[src/rtl/mot_seq.sv]
// mot_seq: motion-command sequencer feeding RojoBot MotCtl.
// Ports: clk/reset, wr_* push, enable/abort/ovf_clr/upd_sysregs; motctl, busy, done, full/empty/count, ovf.
module mot_seq #(
  parameter int DEPTH = 8,
  parameter int PW    = $clog2(DEPTH)
) (
  input  logic          clk,
  input  logic          reset,
  input  logic          wr_en,
  input  logic [7:0]    wr_motctl,
  input  logic [7:0]    wr_ticks,
  input  logic          enable,
  input  logic          abort,
  input  logic          ovf_clr,
  input  logic          upd_sysregs,
  output logic [7:0]    motctl,
  output logic          busy,
  output logic          done,
  output logic          full,
  output logic          empty,
  output logic [PW:0]   count,
  output logic          ovf
);

  typedef enum logic [1:0] {
    S_IDLE,
    S_LOAD,
    S_RUN,
    S_DONE
  } state_t;

  localparam logic [PW:0] ONE = (PW+1)'(1);

  state_t        r_state;
  logic [15:0]   r_mem [DEPTH];
  logic [PW-1:0] r_wptr;
  logic [PW-1:0] r_rptr;
  logic [PW:0]   r_count;
  logic [7:0]    r_rem;
  logic [7:0]    r_motctl;
  logic          r_ovf;

  logic          w_full;
  logic          w_empty;
  logic          w_push;
  logic          w_pop;
  logic          w_drop;
  logic [15:0]   w_head;

  assign w_full  = (r_count == (PW+1)'(DEPTH));
  assign w_empty = (r_count == '0);
  // abort swallows a same-cycle write entirely
  assign w_push  = wr_en & ~w_full & ~abort;
  assign w_drop  = wr_en &  w_full & ~abort;
  assign w_pop   = (r_state == S_LOAD) & ~abort;
  assign w_head  = r_mem[r_rptr];

  always_ff @(posedge clk) begin
    if (w_push) r_mem[r_wptr] <= {wr_motctl, wr_ticks};
  end

  always_ff @(posedge clk or negedge reset) begin
    if (!reset) begin
      r_wptr  <= '0;
      r_rptr  <= '0;
      r_count <= '0;
    end else if (abort) begin
      r_wptr  <= '0;
      r_rptr  <= '0;
      r_count <= '0;
    end else begin
      if (w_push) r_wptr <= r_wptr + PW'(1);
      if (w_pop)  r_rptr <= r_rptr + PW'(1);
      if (w_push && !w_pop)
        r_count <= r_count + ONE;
      else if (!w_push && w_pop)
        r_count <= r_count - ONE;
    end
  end

  // a drop in the same cycle as a clear keeps ovf set
  always_ff @(posedge clk or negedge reset) begin
    if (!reset) r_ovf <= 1'b0;
    else        r_ovf <= w_drop | (r_ovf & ~ovf_clr);
  end

  always_ff @(posedge clk or negedge reset) begin
    if (!reset) begin
      r_state  <= S_IDLE;
      r_motctl <= '0;
      r_rem    <= '0;
    end else if (abort) begin
      r_state  <= S_IDLE;
      r_motctl <= '0;
      r_rem    <= '0;
    end else begin
      unique case (r_state)
        S_IDLE: begin
          if (enable && !w_empty) r_state <= S_LOAD;
        end
        S_LOAD: begin
          r_motctl <= w_head[15:8];
          r_rem    <= w_head[7:0];
          r_state  <= S_RUN;
        end
        S_RUN: begin
          // the pulse that zeroes rem is consumed here
          if (r_rem != '0) begin
            if (upd_sysregs) r_rem <= r_rem - 8'd1;
          end else if (enable && !w_empty) begin
            r_state <= S_LOAD;
          end else begin
            r_motctl <= '0;
            r_state  <= S_DONE;
          end
        end
        S_DONE: begin
          r_state <= S_IDLE;
        end
        default: begin
          r_state <= S_IDLE;
        end
      endcase
    end
  end

  assign motctl = r_motctl;
  assign busy   = (r_state == S_LOAD) || (r_state == S_RUN);
  assign done   = (r_state == S_DONE);
  assign full   = w_full;
  assign empty  = w_empty;
  assign count  = r_count;
  assign ovf    = r_ovf;

endmodule

[config.mk]
export PLATFORM = sky130hd
export DESIGN_NAME = mot_seq
export DESIGN_NICKNAME = d
export VERILOG_FILES = /design/src/rtl/mot_seq.sv
export SDC_FILE = /design/constraint.sdc
export NUM_CORES = 1
export LEC_CHECK = 0
export CAP_MARGIN = 20
export CORE_ASPECT_RATIO = 1.2
export CORE_UTILIZATION = 35
export CTS_CLUSTER_DIAMETER = 150
export DETAILED_ROUTE_END_ITERATION = 6
export HOLD_SLACK_MARGIN = 0.12
export MAX_ROUTING_LAYER = met4
export SLEW_MARGIN = 10
export SYNTH_ARGS = -nofsm -noshare
export SYNTH_HDL_FRONTEND = slang
export SYNTH_SLANG_ARGS = --single-unit
[constraint.sdc]
create_clock -name clk -period 4.58 [get_ports clk]
set_input_delay 0.458 -clock clk [delete_from_list [all_inputs] [get_ports clk]]
set_output_delay 0.458 -clock clk [all_outputs]
set_load 0.02 [all_outputs]
* Yosys cells after proc, flatten, opt, wreduce, memory -nomap -nowiden *
Memories as Yosys holds them, arrays and structs flattened.
Index checks and enable logic that the tools add are counted.
W data, S select, Z words.

storage, ports and cells
  RAM bits = 128
  input port bits = 23
  output and inout bits = 17
  memories = 1
  flip-flop bits (word level) = 29

memories
  name   words  width  rd ports  clocked after memory_dff  wr ports  line  RTL
  r_mem  8      16     1         0                         1         35    logic [15:0] r_mem [DEPTH];

operators by class
  add/subtract/negate cells = 5
  bitwise logic cells = 10
  reductions and logical operators = 17
  equality and inequality tests = 9
  muxes and demuxes = 22

operator list
  kind                   count
  $mux W8                6
  $pmux W8 S2            2
  $ne A3 B3 Y1 const B   5
  $mux W3                4
  $mux W4                3
  $mux W2                4
  $pmux W2 S4            1
  $reduce_bool A8 Y1     1
  $sub A8 B1 Y8 const B  1
  $add A3 B1 Y3 const B  2
  $and A1 B1 Y1          6
  $reduce_and A3 Y1      2
  $reduce_bool A3 Y1     2
  $add A4 B1 Y4 const B  1
  $eq A2 B2 Y1 const B   2
  $eq A4 B4 Y1 const B   1
  $logic_not A4 Y1       1
  $reduce_bool A2 Y1     2
  $sub A4 B1 Y4 const B  1
  $logic_and A1 B1 Y1    3
  $logic_not A1 Y1       3
  $not A1 Y1             3
  $eq A2 B1 Y1 const B   1
  $logic_not A2 Y1       1
  4 further kinds        5

* Longest topological paths before layout *
  word-level depth = 9
  mapped depth = 10
  gate-level depth less buffers = 9

* Worst setup path before layout *
OpenSTA, ideal clock, no wires.

  path type = reg2reg
  start point = reg r_count[0], in the netlist count[0]
  end point = mem r_mem[1][0] (enable)
  path buffers = 1
  required time = 4.171 ns
  cell stages (with the launch flop) = 7
  path slack = 1.741 ns
  library setup time = 0.409 ns
  arrival = 2.430 ns
  clock period less this slack = 2.839 ns
  path through = dfrtp_1 > or4b_1 > buf_2 > inv_2 > nor3_1 > nand2_1 > nor3_1

between the ends
  cells in the longest elaborated chain, start to end = 6

ends and longest elaborated chain
  item                           line  RTL
  from (decl)                    38    logic [PW:0] r_count;
  from (signal assigned)         75    r_count <= r_count + ONE;
  from (signal assigned)         77    r_count <= r_count - ONE;
  $eq A4 B4 Y1                   50    assign w_full = (r_count == (PW+1)'(DEPTH));
  via full                       19    output logic full,
  $not A1 Y1                     53    assign w_push = wr_en & ~w_full & ~abort;
  $and A1 B1 Y1 (2 in series)    53
  $mux W1                        59    if (w_push) r_mem[r_wptr] <= {wr_motctl, wr_ticks};
  $mux W1 (implied by the code)  59
  to (decl)                      35

The timed path passes the listed nets, and every way through them passes these cells.

* Worst setup path in the final report *
  start point = reg r_count[1], in the netlist count[1]
  end point = out full

between the ends
  cells in the longest elaborated chain, start to end = 1

ends and longest elaborated chain
  item          line
  $eq A4 B4 Y1  50
  to (decl)     19

Every way passes these cells.

==> results_dict.tcl <==
set metrics [dict create \
    status "completed" \
    hold_viol_final 0 \
    cp_cell_sequence "or4b_1 > inv_2 > clkdlybuf4s50_1" \
    cts.sinks 157 \
    cp_top_family "buffers and inverters" \
    clock_latency_ns 0.42 \
    rows 54 \
    setup_viol 0 \
    yosys_warnings 0 \
    htree_levels 4 \
    syn_nets 409 \
    worstPathRequired_ns 4.12 \
    initialDrtViolationCount 208 \
    cts.clk_slew.worst_paths_ns 0.06 \
    cts_hold_buf 0 \
    maxCapViolations 0 \
    die_w_um 127 \
    cp_max_fo 7 \
    synthesis.area_um2 6540 \
    die_h_um 152 \
    core_um2 18200 \
    antenna_cells 0 \
    final_util 0.430 \
    crit_buf_inv 2 \
    grt_start_max_net_pins 30 \
    fin_worst_skew_ns 0.00692 \
    rrSetupSlack_ns 1.85 \
    area_growth_pct 20.2 \
    async_flop_share 0.185 \
    finalCriticalPeriod_ns 2.74 \
    maxSlewHeadroom 0.472 \
    layout_setup_ws_ns 1.84 \
    rsz0062_at_grt "false" \
    cp.arrival_ns 2.29 \
    fillers 1630 \
    avgRoutedWirePerCell_um 19.8 \
    ys_seq_area_frac 0.699 \
    p_per_area_nw_per_um2 549 \
    place_ws_ns 1.66 \
    fmax_mhz 364 \
    drtPass1Iterations 5 \
    worst_path_max_delay_cell "or4b_1" \
    io_pins 40 \
    numCtsBuffers 17 \
    critical_path.max_stage_delay_ns 0.68 \
    critPathLaunchType "flop" \
    routed_wl_um 13200 \
    drv_slew 0 \
    syn_inst 375 \
    seq_area_um2 4570 \
    grt_pass1_wl_um 20800 \
    post-route-period-util 0.599 \
    r2r-start "count[1]$_DFFE_PN0P_" \
    finalSetupTns_ns 0 \
    final-instance-count-excl-fill 667 \
    drc 0 \
    p_leak_nw 2.67 \
    gr-total-overflow 0 \
    io_buffers 39 \
    place_hpwl_um 7830 \
    cts_setup_buffers 0 \
    vias 3566 \
    track_usage 0.154 \
    endpoint_kind "primary output" \
    die-area_um2 19200 \
    multi_input_area_um2 1840 \
    synthDistinctLibCells 52 \
    worst_pin_slew_ns 0.792 \
    antenna_found_initial 0 \
    clockRootBuffer "clkbuf_16" \
    post_cts_resized 0 \
    cts_buffer_depth 2 \
    ant_nets 0 \
    drive_above_1_share 0.192 \
    start_util 0.358 \
    min-delay-path-class "input port to asynchronous set/reset pin" \
    syn_area_per_cell_um2 17.4 \
    synth_edf_count 128 \
    cts_tree "yes" \
    gp_congestion 0.875 \
    rr_worst_depth 9 \
    peakVddDrop_mv 0.294 \
    r2r-end "count[3]$_DFFE_PN0P_" \
    numPlacedInstances 635 \
    viasPerCell 5.35 \
    ys.flop_type "edfxtp_1" \
    power_w 0.00431 \
    synth-seq-cells 157 \
    grt_pass1_vias 3686 \
    finish.net_count 464 \
    path_class "flop to primary output" \
]
layer usage:
metal / vias to the layer above / global-route usage / part of all wire
met5: - / - / 0
met3: 12 / 0.0323 / 0.029
met2: 64 / 0.262 / 0.51
li1: 1609 / - / -
met1: 1881 / 0.180 / 0.45
met4: 0 / 0.0583 / 0.012
state kept, by name, summed over array words and instances, names as in the netlist:
name and count:
r_mem 128, count 4, r_wptr 3, r_rem 8, r_state 2, r_rptr 3
ovf 1, motctl 8
cell usage after synthesis (2+ instances only):
library cell,count,area (um^2)
a2111oi_0,4,35.0
a211o_1,3,26.3
a211oi_1,2,15.0
a21o_1,3,22.5
a21oi_1,4,20.0
a22o_1,2,17.5
a32o_1,2,20.0
buf_2,7,35.0
buf_4,2,15.0
clkbuf_1,8,30.0
dfrtp_1,29,726
edfxtp_1,128,3840
ha_1,10,125
inv_1,10,37.5
mux2i_1,15,150
mux4_2,32,721
nand2_1,13,48.8
nand2b_1,6,37.5
nand3_1,4,20.0
nor2_1,23,86.3
nor2b_1,3,18.8
nor3_1,10,50.1
nor3b_1,3,22.5
nor4_1,3,18.8
o21ai_0,6,30.0
o21ai_1,4,20.0
o2bb2ai_1,8,70.1
or3_1,3,18.8
or3b_2,2,17.5
xnor2_1,2,17.5
xor2_1,3,26.3
report_power, final:
group | switching, W | leakage, nW | internal, W
logic | 0.000532 | 0.825 | 0.000540
registers | 0.000164 | 1.55 | 0.00166
clock network | 0.000558 | 0.294 | 0.000858
kinds of logic after synthesis:
group           share of synthesized area
compound gates                     0.0573
buf+inv                            0.0203
xor+xnor                          0.00670
mux                                 0.135
simple gates                       0.0594
fa+ha+maj                          0.0222
flops                               0.699
through the flow:
stage,instance area (um^2),hold WS [ns]
3_5_place_dp,7260,0.484
2_1_floorplan,6540,0.162
5_1_grt,7850,0.489
3_3_place_gp,7230,0.479
6_report,7850,0.452
4_1_cts,7850,0.474
worst max-delay path by stage:
stage                                     from                    end  slack [ns]  cells after the start
after floorplan           count[0]$_DFFE_PN0P_  r_mem[1][0]$_DFFE_PP_        1.74                      6
after global placement                   wr_en   count[3]$_DFFE_PN0P_        1.84                      9
after detailed placement                 wr_en   count[3]$_DFFE_PN0P_        1.66                      9
after CTS                 count[1]$_DFFE_PN0P_                   full        1.81                      3
after global routing      count[0]$_DFFE_PN0P_   count[3]$_DFFE_PN0P_        1.77                      9
final                     count[1]$_DFFE_PN0P_                   full        1.84                      3
final cells by class:
| class | count | area share |
|---|---|---|
| timing repair buffer | 54 | 0.0666 |
| clock buffer | 18 | 0.0547 |
| inverter | 11 | 0.00526 |
| sequential | 157 | 0.582 |
| clock inverter | 14 | 0.0210 |
| tap | 224 | 0.0357 |
| multi-input combinational | 189 | 0.235 |
worst reg2reg max path, stage by stage, from the launching register on:
cell	delay (ns)
dfrtp_1	0.45
or4b_1	0.69
inv_2	0.13
nor3_1	0.08
nand2b_1	0.14
ha_1	0.24
a21o_1	0.20
a2111oi_0	0.46
mux2i_1	0.14
o311ai_1	0.10
layout by cell type, fill, tap and decap left out, types with 8 or more instances in the layout:
master           synthesis  final
clkdlybuf4s50_1          0     39
dfrtp_1                 29     28
clkbuf_16                0     17
mux4_2                  32     32
nor2_1                  23     23
edfxtp_1               128    128
buf_4                    2     14
ha_1                    10     10
mux2i_1                 15     15
inv_1                   10     10
nor3_1                  10      8
nand2_1                 13     13
o2bb2ai_1                8      8
No activity file was read; power rests on OpenSTA's default activity.
